[src/rtl/bsh_pipe.sv]
`default_nettype none
// ============================================================================
// Module  : bsh_pipe
// Brief   : Pipelined barrel shifter (ASR/LSR/LSL/ROR) with optional rounding,
//           one shift layer per registered stage, valid/ready flow control.
// Rev     : 1.0
// ============================================================================
module bsh_pipe #(
    parameter int WIDTH = 16,
    parameter int SHW   = $clog2(WIDTH),
    parameter int TAG_W = 4
) (
    input  logic             clk,
    input  logic             rst,
    input  logic             in_valid,
    output logic             in_ready,
    input  logic [WIDTH-1:0] in_data,
    input  logic [SHW-1:0]   in_shift,
    input  logic [1:0]       in_mode,
    input  logic             in_round,
    input  logic [TAG_W-1:0] in_tag,
    output logic             out_valid,
    input  logic             out_ready,
    output logic [WIDTH-1:0] out_data,
    output logic [TAG_W-1:0] out_tag
);

    localparam logic [1:0] C_ASR  = 2'b00;
    localparam logic [1:0] C_LSR  = 2'b01;
    localparam logic [1:0] C_LSL  = 2'b10;
    localparam logic [1:0] C_ROR  = 2'b11;
    localparam int         C_LAST = SHW - 1;

    for (genvar i = 0; i < SHW; i++) begin : g_stage
        localparam int K = 1 << i;

        logic             w_vin;
        logic             w_gin;
        logic             w_rin;
        logic [WIDTH-1:0] w_din;
        logic [SHW-1:0]   w_sin;
        logic [1:0]       w_min;
        logic [TAG_W-1:0] w_tin;
        logic             w_rdy;
        logic             w_rdy_dn;

        logic             valid_q;
        logic             guard_q;
        logic             round_q;
        logic [WIDTH-1:0] data_q;
        logic [SHW-1:0]   shift_q;
        logic [1:0]       mode_q;
        logic [TAG_W-1:0] tag_q;

        logic [WIDTH-1:0] data_d;
        logic             guard_d;

        if (i == 0) begin : g_head
            assign w_vin = in_valid;
            assign w_gin = 1'b0;
            assign w_rin = in_round;
            assign w_din = in_data;
            assign w_sin = in_shift;
            assign w_min = in_mode;
            assign w_tin = in_tag;
        end else begin : g_body
            assign w_vin = g_stage[i-1].valid_q;
            assign w_gin = g_stage[i-1].guard_q;
            assign w_rin = g_stage[i-1].round_q;
            assign w_din = g_stage[i-1].data_q;
            assign w_sin = g_stage[i-1].shift_q;
            assign w_min = g_stage[i-1].mode_q;
            assign w_tin = g_stage[i-1].tag_q;
        end

        if (i == C_LAST) begin : g_rdy_out
            assign w_rdy_dn = out_ready;
        end else begin : g_rdy_mid
            assign w_rdy_dn = g_stage[i+1].w_rdy;
        end

        // An empty stage always accepts, so bubbles collapse under stall.
        assign w_rdy = !valid_q || w_rdy_dn;

        always_comb begin
            data_d  = w_din;
            guard_d = w_gin;
            if (w_sin[i]) begin
                case (w_min)
                    C_ASR:   data_d = $signed(w_din) >>> K;
                    C_LSR:   data_d = w_din >> K;
                    C_LSL:   data_d = w_din << K;
                    C_ROR:   data_d = (w_din >> K) | (w_din << (WIDTH - K));
                    default: data_d = w_din;
                endcase
                if (!w_min[1]) begin
                    guard_d = w_din[K-1];
                end
            end
        end

        always_ff @(posedge clk) begin
            if (rst) begin
                valid_q <= 1'b0;
                guard_q <= 1'b0;
                round_q <= 1'b0;
                data_q  <= '0;
                shift_q <= '0;
                mode_q  <= '0;
                tag_q   <= '0;
            end else if (w_rdy) begin
                valid_q <= w_vin;
                guard_q <= guard_d;
                round_q <= w_rin;
                data_q  <= data_d;
                shift_q <= w_sin;
                mode_q  <= w_min;
                tag_q   <= w_tin;
            end
        end
    end

    // Round-to-nearest: add back the last bit shifted out (right shifts only).
    logic w_rnd;
    logic w_unused;

    assign w_rnd     = g_stage[C_LAST].round_q && !g_stage[C_LAST].mode_q[1]
                       && g_stage[C_LAST].guard_q;
    assign in_ready  = g_stage[0].w_rdy;
    assign out_valid = g_stage[C_LAST].valid_q;
    assign out_data  = g_stage[C_LAST].data_q + {{(WIDTH-1){1'b0}}, w_rnd};
    assign out_tag   = g_stage[C_LAST].tag_q;
    assign w_unused  = ^{g_stage[C_LAST].shift_q, g_stage[C_LAST].mode_q[0]};

endmodule
`default_nettype wire

[config.mk]
export PLATFORM = sky130hd
export DESIGN_NAME = bsh_pipe
export DESIGN_NICKNAME = d
export VERILOG_FILES = /design/src/rtl/bsh_pipe.sv
export SDC_FILE = /design/constraint.sdc
export NUM_CORES = 1
export LEC_CHECK = 0
export CORE_UTILIZATION = 62
export DETAILED_ROUTE_END_ITERATION = 10
export PLACE_DENSITY = 0.85
export SYNTH_ARGS = -nofsm -noshare
export SYNTH_HDL_FRONTEND = slang
export SYNTH_SLANG_ARGS = --single-unit
[constraint.sdc]
create_clock -name clk -period 3.95 [get_ports clk]
set_clock_uncertainty 0.1 [all_clocks]
set_input_delay 0.9875 -clock clk [delete_from_list [all_inputs] [get_ports clk]]
set_output_delay 0.9875 -clock clk [all_outputs]
set_load 0.05 [all_outputs]
==> results of run 1 <==
==> power groups by stage <==
stage	combinational [mW]	clock, mW	sequential, mW
after floorplan	0.207	0	1.18
after global placement	0.267	0	1.20
after detailed placement	0.274	0	1.21
after CTS	0.274	0.703	1.18
after global routing	0.299	0.745	1.19
final	0.275	0.697	1.19
==> stage by stage <==
stage           util  instance area [um2]
2_1_floorplan      -                 5550
3_3_place_gp   0.684                 5930
3_5_place_dp   0.684                 5930
4_1_cts        0.709                 6150
5_1_grt        0.709                 6160
6_report       0.709                 6160
==> worst paths after layout <==
| check | end | slack, ps |
|---|---|---|
| min | out_tag[3]$_SDFFE_PP0P_ | 360 |
| min reg2reg | out_tag[3]$_SDFFE_PP0P_ | 360 |
| max | out_data[6] | 180 |
| max reg2reg | g_stage[2].data_q[9]$_SDFFE_PP0P_ | 1950 |
==> worst reg2reg max path, delay by kind of cell, from the launching register on <==
| family | cells | cell delay (ps) |
|---|---|---|
| flops | 1 | 800 |
| compound gates | 2 | 520 |
| simple gates | 1 | 450 |
==> sequential cells by signal (all words and copies together) (netlist names) <==
signal and cells:
g_stage.data_q 64, out_valid 1, g_stage.guard_q 4, g_stage.shift_q 6, g_stage.tag_q 12, out_tag 4, g_stage.round_q 4, g_stage.mode_q 7
g_stage.valid_q 3
==> logic make-up (layout without fill, tap and decap cells) <==
kind of cell | count (synthesis) | after routing | synth area share
DFF | 105 | 105 | 0.379
muxes | 8 | 8 | 0.0147
adders and majority gates | 3 | 3 | 0.00677
xor gates and xnor gates | 14 | 14 | 0.0221
AOI/OAI and AO/OA | 171 | 171 | 0.240
and+or+nand+nor | 288 | 288 | 0.270
buffers and inverters | 76 | 86 | 0.0677
==> cell usage after synthesis, types with 2 or more instances <==
cell / instances
a32o_1: 4
xnor2_1: 4
nand2b_1: 8
nor3_1: 20
nor2b_1: 5
a221oi_1: 8
o211ai_1: 5
a211oi_1: 39
mux2i_1: 7
dfxtp_1: 105
a311oi_1: 6
a21oi_2: 7
nand3_1: 40
buf_4: 2
ha_1: 3
clkbuf_1: 26
a311o_1: 7
clkbuf_4: 2
o41ai_2: 10
o21ai_1: 12
a32oi_1: 2
buf_2: 27
nand2_1: 66
and3b_1: 35
inv_2: 5
xor2_1: 10
and2_1: 6
nor2_1: 70
o41ai_1: 24
a21oi_1: 41
nand4_1: 19
nor4_1: 4
nand3b_1: 10
inv_1: 5
buf_1: 5
buf_8: 3
==> per-layer routing <==
| layer | up-vias | routed length [um] | GRT usage |
|---|---|---|---|
| met5 | - | 0 | 0 |
| met4 | 0 | 260 | 0.105 |
| met3 | 25 | 736 | 0.0501 |
| met2 | 192 | 6210 | 0.464 |
| met1 | 2387 | 5670 | 0.384 |
| li1 | 2475 | - | - |
==> final cells by class <==
cell class,count,share of cell area
sequential,105,0.341
tap,108,0.0219
multi-input combinational,484,0.499
inverter,10,0.00610
timing repair buffer,60,0.0963
clock buffer,9,0.0201
clock inverter,7,0.0152
==> impl_metrics.tcl, run 1 <==
set metrics [dict create \
    maxCapViolations 0 \
    synth_edf_count 0 \
    die_area_um2 9330 \
    max_freq_mhz 266 \
    layout_common_cells "105 x dfxtp_1, 70 x nor2_1, 66 x nand2_1" \
    cts_setup_buffers 0 \
    cts_made_buffers 9 \
    num-nets-final 704 \
    drt_iter0_drc 394 \
    die_w_um 96.6 \
    final_common_cell "dfxtp_1" \
    fin_setup_tns_ps 0 \
    path_depth 8 \
    finalHoldViolCount 0 \
    cts_sinks 105 \
    portBuffers 52 \
    layout.cells.non_filler 783 \
    register_area_um2 2100 \
    post-dp-hpwl_um 8910 \
    initial_utilization 0.639 \
    wl_um 12900 \
    grt_pass1_vias 4402 \
    rows 34 \
    synthDistinctLibCells 49 \
    cp_slowest_cell "clkdlybuf4s50_1" \
    synthesis.area_um2 5550 \
    clockBufferDepth 2 \
    fin_crit_ps 3770 \
    yosys_most_used_dff "dfxtp_1" \
    multiInputGateArea_um2 3070 \
    antenna_left 0 \
    cts_max_level 3 \
    antenna_cells 0 \
    crit_fanout 6 \
    cts_tree "built" \
    maxSlewHeadroom 0.244 \
    timing.hold.ws_ps 358 \
    synth_top_area_share 0.379 \
    critPathLaunch "g_stage[3].guard_q$_SDFFE_PP0P_" \
    core_um2 8680 \
    grt_overflow 0 \
    p_int_mw 1.50 \
    power_density_nw_per_um2 350 \
    hold_depth 2 \
    cts_resized 2 \
    dp.cells 767 \
    crit_arrival_ps 2680 \
    gp_congestion 0.868 \
    worst_slack_ps 185 \
    synthArstFlopShare 0 \
    cts_root_buf "clkbuf_8" \
    pwr-share-seq 0.549 \
    switchingPower_mw 0.659 \
    critical_path_class "reg2out" \
    vias 5079 \
    clk_pin_slew_worst_paths_ps 110 \
    clkLatencyLatePin_ps 380 \
    fillers 691 \
    grt_max_degree 66 \
    cp_num_buf_inv 1 \
    setup_viol 0 \
    grt_pass1_wl_um 21200 \
    syn-num-nets 699 \
    ys_top_cells_by_area "dfxtp_1 38%, and3b_1 5.5%, a211oi_1 5.3%, nor2_1 4.7%, nand2_1 4.5%" \
    pre_cts_ws_ps 345 \
    synth-warning-count 0 \
    dr.pass1.iters 5 \
    synth_seq_cells 105 \
    area_growth_pct 11.0 \
    track_usage 0.287 \
    swShare 0.305 \
    worst_setup_path_start_kind "flip-flop" \
    drive_above_1_share 0.0770 \
    leakagePower_nw 2.33 \
    worst-slew-pin-transition_ps 1130 \
    path_cells "nand2_1 -> nor2_1 -> ha_1 -> ha_1 -> nand3_1 -> nor2_1 -> xor2_1 -> clkdlybuf4s50_1" \
    path_delay_family "buffers and inverters" \
    critPathMaxStageDelay_ps 810 \
    ys_seq_area_frac 0.379 \
    r2r_cells 3 \
    avgSynthCellArea_um2 8.34 \
    wl_per_cell_um 16.4 \
    outcome "complete, no violations" \
    detail_route.vias_per_cell 6.49 \
    postSynthCellCount 665 \
    worst-endpoint-required_ps 2860 \
    final_max_slew_viol_count 0 \
    worstHoldPathType "reg2reg" \
    drc 0 \
    antenna_found_initial 0 \
    p_comb_frac 0.127 \
    ios 53 \
    yosysTopAreaCell "dfxtp_1" \
    regToRegStartpoint "g_stage[1].mode_q[1]$_SDFFE_PP0P_" \
    die_h_um 96.6 \
    hold_path.startpoint "out_tag[3]$_SDFFE_PP0P_" \
    total_power_mw 2.16 \
    clkPwrFrac 0.323 \
    ir_worst_vdd_v 0.000213 \
    cts_hold_buf 0 \
    fin_crit_sh 0.953 \
    crit_path_end_kind "primary output" \
]
Power figures use the tool's default switching activity.
==> run 2, diff against run 1 <==
CORE_UTILIZATION = 40   (was 62)
CTS_BUF_LIST = sky130_fd_sc_hd__clkbuf_2 sky130_fd_sc_hd__clkbuf_4 sky130_fd_sc_hd__clkbuf_8   (was unset)
PLACE_DENSITY = 0.61   (was 0.85)
==> run 2 against run 1 <==
Net effect:
- worst setup slack better by 83 ps
- flip-flop and latch count is the same
- register-to-register slack hardly changed
- power fell by 2.1%
- non-clock buffer count increased by 3
- cell count grew 9.1%
- clock-buffer cell count up 1
- via count decreased by 3.3%
- global-route usage decreased by 9.7 points
- sequential share of layout area down 0.40 points
- largest power group unchanged
==> impl_metrics.tcl, run 2 (synthesis gave the netlist of run 1 again) <==
set metrics [dict create \
    antenna_cells 0 \
    gp_congestion 0.805 \
    dp.cells 838 \
    antenna_found_initial 0 \
    fin_setup_tns_ps 0 \
    critPathMaxStageDelay_ps 540 \
    cts_tree "built" \
    ios 53 \
    max_freq_mhz 272 \
    die_w_um 120 \
    clockBufferDepth 2 \
    regMostFlops "g_stage.data_q" \
    die_h_um 120 \
    track_usage 0.190 \
    path_cells "nand2_1 -> nor2_1 -> ha_1 -> ha_1 -> nand3_1 -> nor4_1 -> xor2_1 -> dlygate4sd2_1" \
    total_power_mw 2.11 \
    grt_overflow 0 \
    crit_fanout 6 \
    final_max_slew_viol_count 0 \
    clk_pin_slew_worst_paths_ps 100 \
    dr.pass1.iters 5 \
    maxCapViolations 0 \
    clkPwrFrac 0.309 \
    worst-endpoint-required_ps 2860 \
    final_common_cell "dfxtp_1" \
    cts_made_buffers 9 \
    drc 0 \
    area_growth_pct 12.3 \
    p_int_mw 1.49 \
    antenna_left 0 \
    portBuffers 52 \
    cts_hold_buf 0 \
    largest_reg_flops 64 \
    grt_pass1_wl_um 22400 \
    num-nets-final 707 \
    vias 4913 \
    ir_worst_vdd_v 0.000165 \
    wl_per_cell_um 15.7 \
    initial_utilization 0.414 \
    rsz0062_at_grt "false" \
    worstHoldPathType "reg2reg" \
    worst_setup_path_start_kind "flip-flop" \
    crit_arrival_ps 2600 \
    crit_top_cell "ha_1" \
    drt_iter0_drc 290 \
    layout.cells.non_filler 854 \
    cts_setup_buffers 0 \
    clkLatencyLatePin_ps 370 \
    cts_sinks 105 \
    wl_met3_um 534 \
    worst-slew-pin-transition_ps 1150 \
    p_comb_frac 0.131 \
    grt_pass1_vias 4454 \
    wl_met1_um 6260 \
    maxSlewHeadroom 0.232 \
    placed_area_um2 6030 \
    layout_common_cells "105 x dfxtp_1, 70 x nor2_1, 66 x nand2_1" \
    wl_um 13400 \
    outcome "complete, no violations" \
    path_delay_family "simple AND/OR/NAND/NOR gates" \
    switchingPower_mw 0.623 \
    cp_slowest_cell "dlygate4sd2_1" \
    fillers 1327 \
    final_area_um2 6230 \
    reg.largest.list "g_stage.data_q x64, g_stage.tag_q x12, g_stage.mode_q x7" \
    finalHoldViolCount 0 \
    cts_max_level 3 \
    swShare 0.295 \
    highest_layer "met4" \
    drive_above_1_share 0.0811 \
    critical_path_class "reg2out" \
    post-dp-hpwl_um 9280 \
    cts_root_buf "clkbuf_8" \
    pwr-share-seq 0.560 \
    crit_path_end_kind "primary output" \
    power_density_nw_per_um2 339 \
    die_area_um2 14300 \
    cp_num_buf_inv 1 \
    fin_crit_ps 3680 \
    setup_viol 0 \
    leakagePower_nw 2.35 \
    cts_resized 2 \
    wl_met2_um 6430 \
    fin_crit_sh 0.932 \
    detail_route.vias_per_cell 5.75 \
    grt_max_degree 65 \
    rows 42 \
    core_um2 13400 \
]
==> run 2: changes by cell type in the layout (fill, tap and decap cells not counted) <==
cell / before / now
clkbuf_4: 0 / 1
buf_12: 1 / 0
clkdlybuf4s50_1: 45 / 44
dlymetal6s2s_1: 3 / 4
clkinv_8: 3 / 1
inv_12: 1 / 0
clkinv_4: 1 / 3
buf_4: 9 / 13
==> run 2: final cells by class <==
cell class | instances | area (um2) | area share
multi-input cells | 484 | 3070 | 0.493
flip-flops and latches | 105 | 2100 | 0.337
repair buffers | 63 | 606 | 0.0972
well taps | 176 | 220 | 0.0353
clock buffers | 10 | 131 | 0.0211
clock inverters | 6 | 62.6 | 0.0100
inverters | 10 | 37.5 | 0.00602
==> run 2: routing by layer <==
layer,vias to the layer above,global-route usage
li1,2477,-
met1,2298,0.248
met2,126,0.321
met3,12,0.0276
met4,0,0.0586
met5,-,0
==> run 2: path summary, 6_finish.rpt <==
| kind | from | end | slack (ps) | cells after the start |
|---|---|---|---|---|
| setup / recovery | g_stage[3].round_q$_SDFFE_PP0P_ | out_data[14] | 270 | 8 |
| hold / removal | out_tag[1]$_SDFFE_PP0P_ | out_tag[1]$_SDFFE_PP0P_ | 360 | 2 |
| setup reg to reg | g_stage[1].mode_q[1]$_SDFFE_PP0P_ | g_stage[2].data_q[2]$_SDFFE_PP0P_ | 1940 | 3 |
| hold reg to reg | out_tag[1]$_SDFFE_PP0P_ | out_tag[1]$_SDFFE_PP0P_ | 360 | 2 |
==> run 2: stage by stage <==
stage	hold WS, ps	worst slack [ps]	utilization
after floorplan	331	772	-
after global placement	342	437	0.450
after detailed placement	347	364	0.450
after CTS	362	9.24	0.464
after global routing	377	13.7	0.465
final	358	267	0.465
==> run 2: power groups by stage <==
stage / clock network, mW / logic, mW / registers (mW)
after CTS: 0.680 / 0.278 / 1.18
final: 0.653 / 0.276 / 1.18
after global placement: 0 / 0.275 / 1.21
after floorplan: 0 / 0.207 / 1.18
after global routing: 0.713 / 0.302 / 1.19
after detailed placement: 0 / 0.278 / 1.21
==> run 2: worst register-to-register path, delay by kind of cell, from the launching register on <==
family,cells,cell delay [ps]
AOI/OAI and AO/OA,1,420
DFF,1,820
and+or+nand+nor,2,560
